### src/rtl/uart_pkg.sv
`default_nettype none
// ============================================================================
// Module   : uart_pkg
// Brief    : Shared types and constants for the UART RX controller slice.
// Revision : 1.0 - initial release
// ============================================================================
package uart_pkg;

    // Bit positions of the error flags within the 3-bit error field
    localparam int RX_ERR_FRAME  = 0;
    localparam int RX_ERR_PARITY = 1;
    localparam int RX_ERR_START  = 2;

    // FIFO entry: {start_err, parity_err, frame_err, data[7:0]}
    localparam int RX_ENTRY_W    = 11;
    localparam int RX_DATA_W     = 8;

    typedef enum logic [1:0] {
        ARM  = 2'd0,
        CAPT = 2'd1,
        HELD = 2'd2
    } rx_capt_state_t;

endpackage : uart_pkg
`default_nettype wire

### src/rtl/uart_rx_controller_if.sv
`default_nettype none
// ============================================================================
// Module   : uart_rx_controller_if
// Brief    : RX data read bus between the APB register file and the controller.
// Revision : 1.0 - initial release
// ============================================================================
interface uart_rx_controller_if;

    logic       rd_req;
    logic [7:0] rd_data;
    logic [2:0] rd_err;
    logic       rd_valid;

    modport master (output rd_req, input  rd_data, input  rd_err, input  rd_valid);
    modport slave  (input  rd_req, output rd_data, output rd_err, output rd_valid);

endinterface : uart_rx_controller_if
`default_nettype wire

### src/rtl/rx_sync_fifo.sv
`default_nettype none
// ============================================================================
// Module   : rx_sync_fifo
// Brief    : Synchronous FIFO with flush; gates push/pop and reports acceptance.
// Revision : 1.0 - initial release
// ============================================================================
module rx_sync_fifo #(
    parameter int DEPTH = 16,
    parameter int AW    = 4,
    parameter int WIDTH = 11
) (
    input  wire logic             clk,
    input  wire logic             reset_n,
    input  wire logic             i_push,
    input  wire logic [WIDTH-1:0] i_wdata,
    input  wire logic             i_pop,
    input  wire logic             i_flush,
    output logic [WIDTH-1:0]      o_rdata,
    output logic                  o_push_acc,
    output logic                  o_pop_acc,
    output logic [AW:0]           o_count,
    output logic                  o_full,
    output logic                  o_empty
);

    localparam logic [AW:0] c_full_count = (AW+1)'(DEPTH);

    logic [WIDTH-1:0] r_mem [DEPTH];
    logic [AW-1:0]    r_wptr;
    logic [AW-1:0]    r_rptr;
    logic [AW:0]      r_count;

    logic w_pop_acc;
    logic w_push_acc;

    // Flush wins; a push into a full FIFO is only taken alongside a real pop
    assign w_pop_acc  = i_pop  && !o_empty && !i_flush;
    assign w_push_acc = i_push && (!o_full || w_pop_acc) && !i_flush;

    assign o_empty    = (r_count == '0);
    assign o_full     = (r_count == c_full_count);
    assign o_count    = r_count;
    assign o_rdata    = r_mem[r_rptr];
    assign o_push_acc = w_push_acc;
    assign o_pop_acc  = w_pop_acc;

    always_ff @(posedge clk) begin
        if (w_push_acc) begin
            r_mem[r_wptr] <= i_wdata;
        end
    end

    always_ff @(posedge clk or negedge reset_n) begin
        if (!reset_n) begin
            r_wptr  <= '0;
            r_rptr  <= '0;
            r_count <= '0;
        end else if (i_flush) begin
            r_wptr  <= '0;
            r_rptr  <= '0;
            r_count <= '0;
        end else begin
            if (w_push_acc) begin
                r_wptr <= r_wptr + 1'b1;
            end
            if (w_pop_acc) begin
                r_rptr <= r_rptr + 1'b1;
            end
            case ({w_push_acc, w_pop_acc})
                2'b10:   r_count <= r_count + 1'b1;
                2'b01:   r_count <= r_count - 1'b1;
                default: r_count <= r_count;
            endcase
        end
    end

endmodule : rx_sync_fifo
`default_nettype wire

### src/rtl/uart_rx_controller.sv
`default_nettype none
// ============================================================================
// Module   : uart_rx_controller
// Brief    : Frame capture, RX FIFO, sticky errors, RX timeout and IRQ.
// Revision : 1.0 - initial release
// ============================================================================
module uart_rx_controller
    import uart_pkg::*;
#(
    parameter int DEPTH  = 16,
    parameter int AW     = 4,
    parameter int TOUT_W = 16
) (
    input  wire logic                  clk,
    input  wire logic                  reset_n,
    input  wire logic                  rx_en,
    input  wire logic [RX_ENTRY_W-1:0] eng_data,
    input  wire logic                  eng_valid,
    uart_rx_controller_if.slave        rd_bus,
    input  wire logic                  flush,
    input  wire logic [3:0]            err_clr,
    input  wire logic [AW:0]           cfg_thresh,
    input  wire logic [TOUT_W-1:0]     cfg_tout,
    input  wire logic [2:0]            cfg_ie,
    output logic [AW:0]                fifo_count,
    output logic                       empty,
    output logic                       full,
    output logic [3:0]                 err_sticky,
    output logic                       tout_flag,
    output logic                       irq
);

    rx_capt_state_t        r_state;
    logic [RX_ENTRY_W-1:0] w_fifo_rdata;
    logic                  w_push;
    logic                  w_push_acc;
    logic                  w_pop_acc;
    logic                  w_overrun;
    logic [3:0]            w_err_set;
    logic [7:0]            r_rd_data;
    logic [2:0]            r_rd_err;
    logic                  r_rd_valid;
    logic [3:0]            r_err;
    logic [TOUT_W-1:0]     r_tout_cnt;
    logic                  r_tout_flag;
    logic                  r_irq;
    logic                  w_level_hit;

    // One push attempt per frame: eng_valid stays high until the next start bit
    always_ff @(posedge clk or negedge reset_n) begin
        if (!reset_n) begin
            r_state <= ARM;
        end else begin
            case (r_state)
                ARM:     if (eng_valid)  r_state <= CAPT;
                CAPT:                    r_state <= HELD;
                HELD:    if (!eng_valid) r_state <= ARM;
                default:                 r_state <= ARM;
            endcase
        end
    end

    assign w_push = (r_state == CAPT) && rx_en;

    rx_sync_fifo #(
        .DEPTH (DEPTH),
        .AW    (AW),
        .WIDTH (RX_ENTRY_W)
    ) u_fifo (
        .clk        (clk),
        .reset_n    (reset_n),
        .i_push     (w_push),
        .i_wdata    (eng_data),
        .i_pop      (rd_bus.rd_req),
        .i_flush    (flush),
        .o_rdata    (w_fifo_rdata),
        .o_push_acc (w_push_acc),
        .o_pop_acc  (w_pop_acc),
        .o_count    (fifo_count),
        .o_full     (full),
        .o_empty    (empty)
    );

    always_ff @(posedge clk or negedge reset_n) begin
        if (!reset_n) begin
            r_rd_valid <= 1'b0;
            r_rd_data  <= '0;
            r_rd_err   <= '0;
        end else begin
            r_rd_valid <= w_pop_acc;
            if (w_pop_acc) begin
                r_rd_data <= w_fifo_rdata[RX_DATA_W-1:0];
                r_rd_err  <= w_fifo_rdata[RX_ENTRY_W-1:RX_DATA_W];
            end
        end
    end

    assign rd_bus.rd_valid = r_rd_valid;
    assign rd_bus.rd_data  = r_rd_data;
    assign rd_bus.rd_err   = r_rd_err;

    assign w_overrun = w_push && !w_push_acc && !flush;
    assign w_err_set = {w_overrun,
                        w_push & eng_data[RX_DATA_W + RX_ERR_START],
                        w_push & eng_data[RX_DATA_W + RX_ERR_PARITY],
                        w_push & eng_data[RX_DATA_W + RX_ERR_FRAME]};

    // New events take precedence over a same-cycle write-1-clear
    always_ff @(posedge clk or negedge reset_n) begin
        if (!reset_n) begin
            r_err <= '0;
        end else begin
            r_err <= (r_err & ~err_clr) | w_err_set;
        end
    end

    always_ff @(posedge clk or negedge reset_n) begin
        if (!reset_n) begin
            r_tout_cnt  <= '0;
            r_tout_flag <= 1'b0;
        end else begin
            if (flush || w_push_acc || w_pop_acc || empty) begin
                r_tout_cnt <= '0;
            end else if (cfg_tout != '0) begin
                r_tout_cnt <= (r_tout_cnt < cfg_tout) ? r_tout_cnt + 1'b1 : cfg_tout;
            end
            if (flush || w_pop_acc || empty) begin
                r_tout_flag <= 1'b0;
            end else if ((cfg_tout != '0) && (r_tout_cnt == cfg_tout)) begin
                r_tout_flag <= 1'b1;
            end
        end
    end

    assign w_level_hit = (cfg_thresh != '0) && (fifo_count >= cfg_thresh);

    always_ff @(posedge clk or negedge reset_n) begin
        if (!reset_n) begin
            r_irq <= 1'b0;
        end else begin
            r_irq <= (cfg_ie[0] && w_level_hit)
                   | (cfg_ie[1] && r_tout_flag)
                   | (cfg_ie[2] && (|r_err));
        end
    end

    assign err_sticky = r_err;
    assign tout_flag  = r_tout_flag;
    assign irq        = r_irq;

endmodule : uart_rx_controller
`default_nettype wire
### src/flat_wrapper.sv
// flat-port wrapper written by rule: the top's interface ports become plain ports
module uart_rx_controller_flat import uart_pkg::*;
#(
    parameter int DEPTH  = 16,
    parameter int AW     = 4,
    parameter int TOUT_W = 16
)
  (clk, reset_n, rx_en, eng_data, eng_valid, flush, err_clr, cfg_thresh, cfg_tout, cfg_ie, fifo_count, empty, full, err_sticky, tout_flag, irq, rd_bus_rd_req, rd_bus_rd_data, rd_bus_rd_err, rd_bus_rd_valid);
  uart_rx_controller_if rd_bus_i ();
  input  wire logic clk;
  input  wire logic reset_n;
  input  wire logic rx_en;
  input  wire logic [RX_ENTRY_W-1:0] eng_data;
  input  wire logic eng_valid;
  input  wire logic flush;
  input  wire logic [3:0] err_clr;
  input  wire logic [AW:0] cfg_thresh;
  input  wire logic [TOUT_W-1:0] cfg_tout;
  input  wire logic [2:0] cfg_ie;
  output logic [AW:0] fifo_count;
  output logic empty;
  output logic full;
  output logic [3:0] err_sticky;
  output logic tout_flag;
  output logic irq;
  input wire logic [$bits(rd_bus_i.rd_req)-1:0] rd_bus_rd_req;
  output wire logic [$bits(rd_bus_i.rd_data)-1:0] rd_bus_rd_data;
  output wire logic [$bits(rd_bus_i.rd_err)-1:0] rd_bus_rd_err;
  output wire logic [$bits(rd_bus_i.rd_valid)-1:0] rd_bus_rd_valid;
  assign rd_bus_i.rd_req = rd_bus_rd_req;
  assign rd_bus_rd_data = rd_bus_i.rd_data;
  assign rd_bus_rd_err = rd_bus_i.rd_err;
  assign rd_bus_rd_valid = rd_bus_i.rd_valid;
  uart_rx_controller #(.DEPTH(DEPTH), .AW(AW), .TOUT_W(TOUT_W)) u_core (.clk(clk), .reset_n(reset_n), .rx_en(rx_en), .eng_data(eng_data), .eng_valid(eng_valid), .rd_bus(rd_bus_i), .flush(flush), .err_clr(err_clr), .cfg_thresh(cfg_thresh), .cfg_tout(cfg_tout), .cfg_ie(cfg_ie), .fifo_count(fifo_count), .empty(empty), .full(full), .err_sticky(err_sticky), .tout_flag(tout_flag), .irq(irq));
endmodule
### config.mk
export PLATFORM = sky130hd
export DESIGN_NAME = uart_rx_controller_flat
export DESIGN_NICKNAME = d
export VERILOG_FILES = /design/src/rtl/uart_pkg.sv /design/src/rtl/uart_rx_controller_if.sv /design/src/rtl/rx_sync_fifo.sv /design/src/rtl/uart_rx_controller.sv /design/src/flat_wrapper.sv
export SDC_FILE = /design/constraint.sdc
export NUM_CORES = 1
export LEC_CHECK = 0
export BUFFER_PORTS_ARGS = -buffer_cell sky130_fd_sc_hd__buf_4
export CORE_ASPECT_RATIO = 0.9
export CORE_UTILIZATION = 50
export CTS_BUF_LIST = sky130_fd_sc_hd__clkbuf_2 sky130_fd_sc_hd__clkbuf_4 sky130_fd_sc_hd__clkbuf_8
export CTS_CLUSTER_DIAMETER = 120
export CTS_CLUSTER_SIZE = 10
export DETAILED_ROUTE_END_ITERATION = 8
export PLACE_DENSITY = 0.77
export SLEW_MARGIN = 40
export SYNTH_ARGS = -nofsm -noshare
export SYNTH_HDL_FRONTEND = slang
export SYNTH_SLANG_ARGS = --single-unit
### constraint.sdc
create_clock -name clk -period 7.87 [get_ports clk]
set_input_delay 0.3935 -clock clk [delete_from_list [all_inputs] [get_ports clk]]
set_output_delay 0.3935 -clock clk [all_outputs]
set_load 0.03 [all_outputs]
=== After elaboration in Yosys (flattened, before gate mapping) ===
Memories as Yosys holds them, arrays and structs flattened. A register that Yosys moved wholly into a read port is not among the register bits.
Index checks and enable logic that the tools add are counted.

* Output and inout port bits: 25
* Bits of input ports: 45
* Memories: 1
* Flip-flop bits (word level): 38
* Logic and storage cells: 83
* Bits in writable memories: 176

{| class="wikitable"
|+ Memories
! memory !! words !! width !! rd ports !! clocked after memory_dff !! write ports !! line !! source
|-
| u_core.u_fifo.r_mem || 16 || 11 || 1 || 1 || 1 || rx_sync_fifo.sv:28 || <nowiki>logic [WIDTH-1:0] r_mem [DEPTH];</nowiki>
|}

* Eq/ne operators: 8
* Add/sub/neg operators: 5
* Reductions and logical operators: 34
* Multiplexer cells: 16
* Bitwise operators: 8
* $lt $le $gt $ge: 2

{| class="wikitable"
|+ Operators with widths
! cell !! count
|-
| 16-bit 2-to-1 mux || 3
|-
| 16-bit by 1-bit adder with 16-bit output (second input constant) || 1
|-
| 16-bit == test || 1
|-
| 16-bit < comparator || 1
|-
| 4-bit 2-to-1 mux || 4
|-
| 16-bit nonzero test || 1
|-
| 1-bit logical AND || 12
|-
| 5-bit case mux with 2 select lines || 1
|-
| 4-bit by 1-bit adder with 4-bit output (second input constant) || 2
|-
| 2-bit nonzero test || 4
|-
| 1-bit logical OR || 6
|-
| 2-bit case mux with 3 select lines || 1
|-
| 5-bit by 1-bit adder with 5-bit output (second input constant) || 1
|-
| 5-bit == test (second input constant) || 1
|-
| 5-bit greater-or-equal comparator || 1
|-
| 1-bit logical NOT || 5
|-
| 5-bit logical NOT || 1
|-
| 5-bit 2-to-1 mux || 1
|-
| 5-bit nonzero test || 1
|-
| 5-bit by 1-bit subtractor with 5-bit output (second input constant) || 1
|-
| 4-bit AND || 1
|-
| 2-bit by 1-bit == test with 1-bit output (second input constant) || 2
|-
| 2-bit == test (second input constant) || 2
|-
| 1-bit 2-to-1 mux || 4
|-
| 10 further kinds || 15
|}

=== Logic depth before layout (Yosys ltp) ===
* Depth after elaboration: 11
* Depth in mapped cells: 12
* Gate-level depth less buffers: 10

=== By module ===
From an unflattened synthesis, not the netlist that was laid out.

* Cells, all modules: 695
* Area, all modules: 10025.9 µm²

{| class="wikitable"
|+ Modules (own cells, without submodules)
! module !! times used !! cells each !! area each (µm²)
|-
| rx_sync_fifo || 1 || 447 || 7706.1
|-
| uart_rx_controller || 1 || 248 || 2319.7
|}

=== Worst setup path after synthesis ===
Ideal clock, no wire load.

* Path kind: flip-flop to flip-flop
* Start point: register u_core.u_fifo.r_count[4] (netlist: u_core.u_fifo.o_count[4])
* End point: memory u_core.u_fifo.r_mem[3][0] (enable)
* Arrival time: 2.803 ns
* Path slack: 4.674 ns
* Cell stages (with the launch flop): 8
* Clock period less this slack: 3.196 ns
* Required time: 7.477 ns
* Path buffers: 1
* Cells stage by stage: dfrtp_1 clkbuf_1 inv_1 a211oi_1 o31a_1 nand2_1 or2_2 nor3_1

* Longest elaborated chain between the ends: 9
* Elaborated cells on any way between the ends: 11
* Those cells by class: eq/ne (1); mux (2); reduce/logical (8)

{| class="wikitable"
|+ RTL lines
! element !! line !! source
|-
| from (decl) || rx_sync_fifo.sv:31 || <nowiki>logic [AW:0] r_count;</nowiki>
|-
| from (signal assigned) || rx_sync_fifo.sv:70 || <nowiki>2'b10: r_count <= r_count + 1'b1;</nowiki>
|-
| from (signal assigned) || rx_sync_fifo.sv:71 || <nowiki>2'b01: r_count <= r_count - 1'b1;</nowiki>
|-
| from (signal assigned) || rx_sync_fifo.sv:72 || <nowiki>default: r_count <= r_count;</nowiki>
|-
| 5-bit logical NOT || rx_sync_fifo.sv:40 || <nowiki>assign o_empty = (r_count == '0);</nowiki>
|-
| 1-bit logical NOT || rx_sync_fifo.sv:37 || <nowiki>assign w_pop_acc = i_pop && !o_empty && !i_flush;</nowiki>
|-
| 1-bit logical AND (2 in a row) || rx_sync_fifo.sv:37 ||
|-
| 1-bit logical OR * || rx_sync_fifo.sv:38 || <nowiki>assign w_push_acc = i_push && (!o_full || w_pop_acc) && !i_flush;</nowiki>
|-
| 1-bit logical AND * (2 in a row) || rx_sync_fifo.sv:38 ||
|-
| 1-bit 2-to-1 mux * || rx_sync_fifo.sv:48 || <nowiki>if (w_push_acc) begin</nowiki>
|-
| 1-bit 2-to-1 mux (not written as such) * || rx_sync_fifo.sv:49 || <nowiki>r_mem[r_wptr] <= i_wdata;</nowiki>
|-
| to (decl) || rx_sync_fifo.sv:28 ||
|}

Mark *: on every way between the ends. The rest lies on a longest branch, timed or not.

=== Final worst setup path ===
* Start point: register u_core.u_fifo.r_count[1] (netlist: u_core.u_fifo.o_count[1])
* End point: register u_core.u_fifo.r_count[4] (netlist: u_core.u_fifo.o_count[4])

* Longest elaborated chain between the ends: 10
* Elaborated cells on any way between the ends: 16
* Those cells by class: add/sub (2); eq/ne (3); mux (2); reduce/logical (9)

{| class="wikitable"
|+ RTL lines
! element !! line !! source
|-
| 5-bit logical NOT || rx_sync_fifo.sv:40 ||
|-
| 1-bit logical NOT || rx_sync_fifo.sv:37 ||
|-
| 1-bit logical AND (2 in a row) || rx_sync_fifo.sv:37 ||
|-
| 1-bit logical OR || rx_sync_fifo.sv:38 ||
|-
| 1-bit logical AND (2 in a row) || rx_sync_fifo.sv:38 ||
|-
| 2-bit by 1-bit == test with 1-bit output / 2-bit == test (equally long branches) || rx_sync_fifo.sv:69 || <nowiki>case ({w_push_acc, w_pop_acc})</nowiki>
|-
| 5-bit case mux with 2 select lines || rx_sync_fifo.sv:69 ||
|-
| 5-bit 2-to-1 mux || rx_sync_fifo.sv:58 || <nowiki>end else if (i_flush) begin</nowiki>
|}

Parallel ways exist; a longest one is shown, timed or not.
A chain may end at the register's enable or synchronous reset.

==> metrics.yaml <==
logic_synthesis:
  synthesis.area_mm2: 0.00988
  yosys_warnings: 0
  syn-num-nets: 685
  synth_seq_cells: 225
  syn_area_per_cell_um2: 16.2
  netlist-cell-type-count: 57
  ys.flop_type: "edfxtp_1"
  synth_top_area_share: 0.535
  yosys-top-cells-area: "edfxtp_1 53%, mux4_2 13%, dfrtp_1 12%"
  synth_top_cell_by_area: "edfxtp_1"
  synth_cells: 611
  synthArstFlopShare: 0.218
  synth_seq_area_share: 0.659
  synth_edf_count: 176
layout:
  final_common_cell: "edfxtp_1"
  area_growth_pct: 14.0
  fill_cells: 1413
  final_cell_mix: "176 x edfxtp_1, 72 x buf_4, 55 x mux4_2"
  diodes: 0
  drive_gt1_frac: 0.306
  final_nets: 761
  layout.cells.non_filler: 957
clock_network:
  numCtsBuffers: 26
  clkSinkCount: 225
  cts_resized: 0
  path_clk_slew_ns: 0.07
  cts_tree: "built"
  cts_setup_buffers: 0
  clk_latency_ns: 0.56
  htreeDepth: 1
  cts_hold_buffers: 2
  clk_path_buf_depth: 3
  cts_root_buf: "clkbuf_8"
floorplanning:
  dieHeight_um: 135
  rows: 48
  die_width_um: 150
  core_region_area_mm2: 0.0193
  io_pins: 70
  initial_core_util: 0.513
  dieArea_mm2: 0.0203
global_route:
  grt_max_degree: 50
  grt_pass1_wl_mm: 31.8
  grt_pass1_vias: 5779
  grt_usage: 0.208
  overflow: 0
  antenna_found_initial: 0
placed_design:
  port_buffers: 69
  gp_congestion: 0.938
  place_ws_ns: 4.75
  dp_cells: 907
  dp_hpwl_mm: 13.5
power_and_ir_drop:
  leakagePower_uw: 0.00396
  power_density_mw_per_mm2: 248
  vdd_ir_drop_max_mv: 0.202
setup_path:
  worstPathRequired_ns: 8.32
  path_class: "reg -> reg"
  crit_arrival_ns: 3.50
  worstSetupEndpointType: "register"
  critPathMaxFanout: 10
  worstSetupStartpointType: "register"
drt:
  drtPass1Iterations: 4
  vias: 5673
  viasPerCell: 5.93
  ant_nets: 0
  drc_errors: 0
  drt_iter0_drc: 423
  wl_per_cell_um: 21.3
  wl_mm: 20.4
sta:
  worst_slack_ns: 4.81
  min_period_over_period: 0.388
  setup_viol: 0
  skew_ns: 0.0453
  rsz0062_at_grt: "no"
  final.setup.tns_ns: 0
  maxSlewHeadroom: 0.506
  max_freq_mhz: 327
  worst_pin_slew_ns: 0.734
  period_minus_slack_ns: 3.06
  hold_viol: 0
  finalMaxSlewViolations: 0
hold_path:
  hold_path.class: "in -> reg"
run:
  cap_violations: 0
run_status:
  status: "complete, no violations"
cell type report:
| type | instances | area, µm² | area share |
|---|---|---|---|
| clock buffer | 46 | 508 | 0.0451 |
| clock inverter | 2 | 22.5 | 0.00200 |
| inverter | 36 | 135 | 0.0120 |
| multi-input combinational | 323 | 3200 | 0.284 |
| sequential | 225 | 6520 | 0.578 |
| tap | 250 | 313 | 0.0278 |
| timing repair buffer | 75 | 572 | 0.0507 |
worst max-delay path: stages (launching register included):
cell,delay [ns]
dfrtp_1,0.49
nor4_1,0.69
a2111o_1,0.43
xnor2_1,0.11
ha_1,0.23
or3_1,0.31
a21oi_1,0.17
nor2_1,0.07
a211oi_2,0.24
xnor2_1,0.14
nor2_1,0.06
flip-flops by register name, indices dropped and copies added (netlist names):
name                    cells
u_core.u_fifo.r_mem       176
u_core.r_tout_cnt          16
u_core.rd_bus.rd_data       8
u_core.u_fifo.o_count       5
u_core.err_sticky           4
u_core.u_fifo.r_rptr        4
u_core.u_fifo.r_wptr        4
u_core.rd_bus.rd_err        3
u_core.r_state              2
u_core.irq                  1
u_core.rd_bus.rd_valid      1
u_core.tout_flag            1
stage by stage:
stage                util  hold WS, ns  area [µm²]  total power, µW
floorplan               -       0.0979        9880             1810
global placement    0.552        0.455       10700             2000
detailed placement  0.556        0.480       10700             2020
CTS                 0.584       0.0212       11300             2820
global route        0.585       0.0200       11300             2910
finish              0.585       0.0428       11300             2800
layer usage:
metal  global-route usage  part of all wire  vias up  routed length [µm]
met4               0.0466             0.014        0                 295
met1                0.300              0.43     2898                8850
met3               0.0347             0.062       28                1270
met5                    0                 0        -                   0
li1                     -                 -     2557                   -
met2                0.336              0.49      190               10000
cell families (layout without fill, tap and decap cells):
group / Yosys count / after routing / synth area share
flip-flops: 225 / 225 / 0.659
AND/OR/NAND/NOR: 132 / 132 / 0.0658
multiplexers: 78 / 78 / 0.151
AO/OA/AOI/OAI: 74 / 74 / 0.0527
buffers and inverters: 63 / 159 / 0.0265
adder cells (fa/ha/maj): 29 / 29 / 0.0367
XOR/XNOR: 10 / 10 / 0.00886
synth_stat cells (6+ instances only):
cell        n
nor3_1      8
nand2_1    30
nor2_1     38
a21oi_1    13
nand4_1     9
edfxtp_1  176
xnor2_1     7
dfrtp_1    49
a32oi_1     7
mux4_2     55
mux2i_1    10
o21ai_0    16
nand3_1    16
inv_1      36
clkbuf_1   13
mux2_2     12
buf_2      11
ha_1       29
or4_1       7
nor4_1      6
path summary, 6_finish.rpt:
kind                                                            from                                   end  slack [ns]  depth (start not counted)
worst max-delay path            u_core.u_fifo.o_count[1]$_DFFE_PN0P_  u_core.u_fifo.o_count[4]$_DFFE_PN0P_        4.81                         10
worst min-delay path                                      err_clr[0]        u_core.err_sticky[0]$_DFF_PN0_        0.04                          2
worst max register to register  u_core.u_fifo.o_count[1]$_DFFE_PN0P_  u_core.u_fifo.o_count[4]$_DFFE_PN0P_        4.81                         10
worst min register to register         u_core.r_state[0]$_DFFE_PN0P_         u_core.r_state[0]$_DFFE_PN0P_        0.50                          1
max in group asynchronous                                    reset_n   u_core.u_fifo.r_rptr[1]$_DFFE_PN0P_        6.92                          2
min in group asynchronous                                    reset_n        u_core.err_sticky[3]$_DFF_PN0_        0.42                          2
where the power goes:
| group | switching [µW] | internal, µW | leakage, µW |
|---|---|---|---|
| Clock | 394 | 406 | 0.000290 |
| Sequential | 67.8 | 1340 | 0.00223 |
| Combinational | 328 | 264 | 0.00144 |
(Power assumes the default switching activity.)
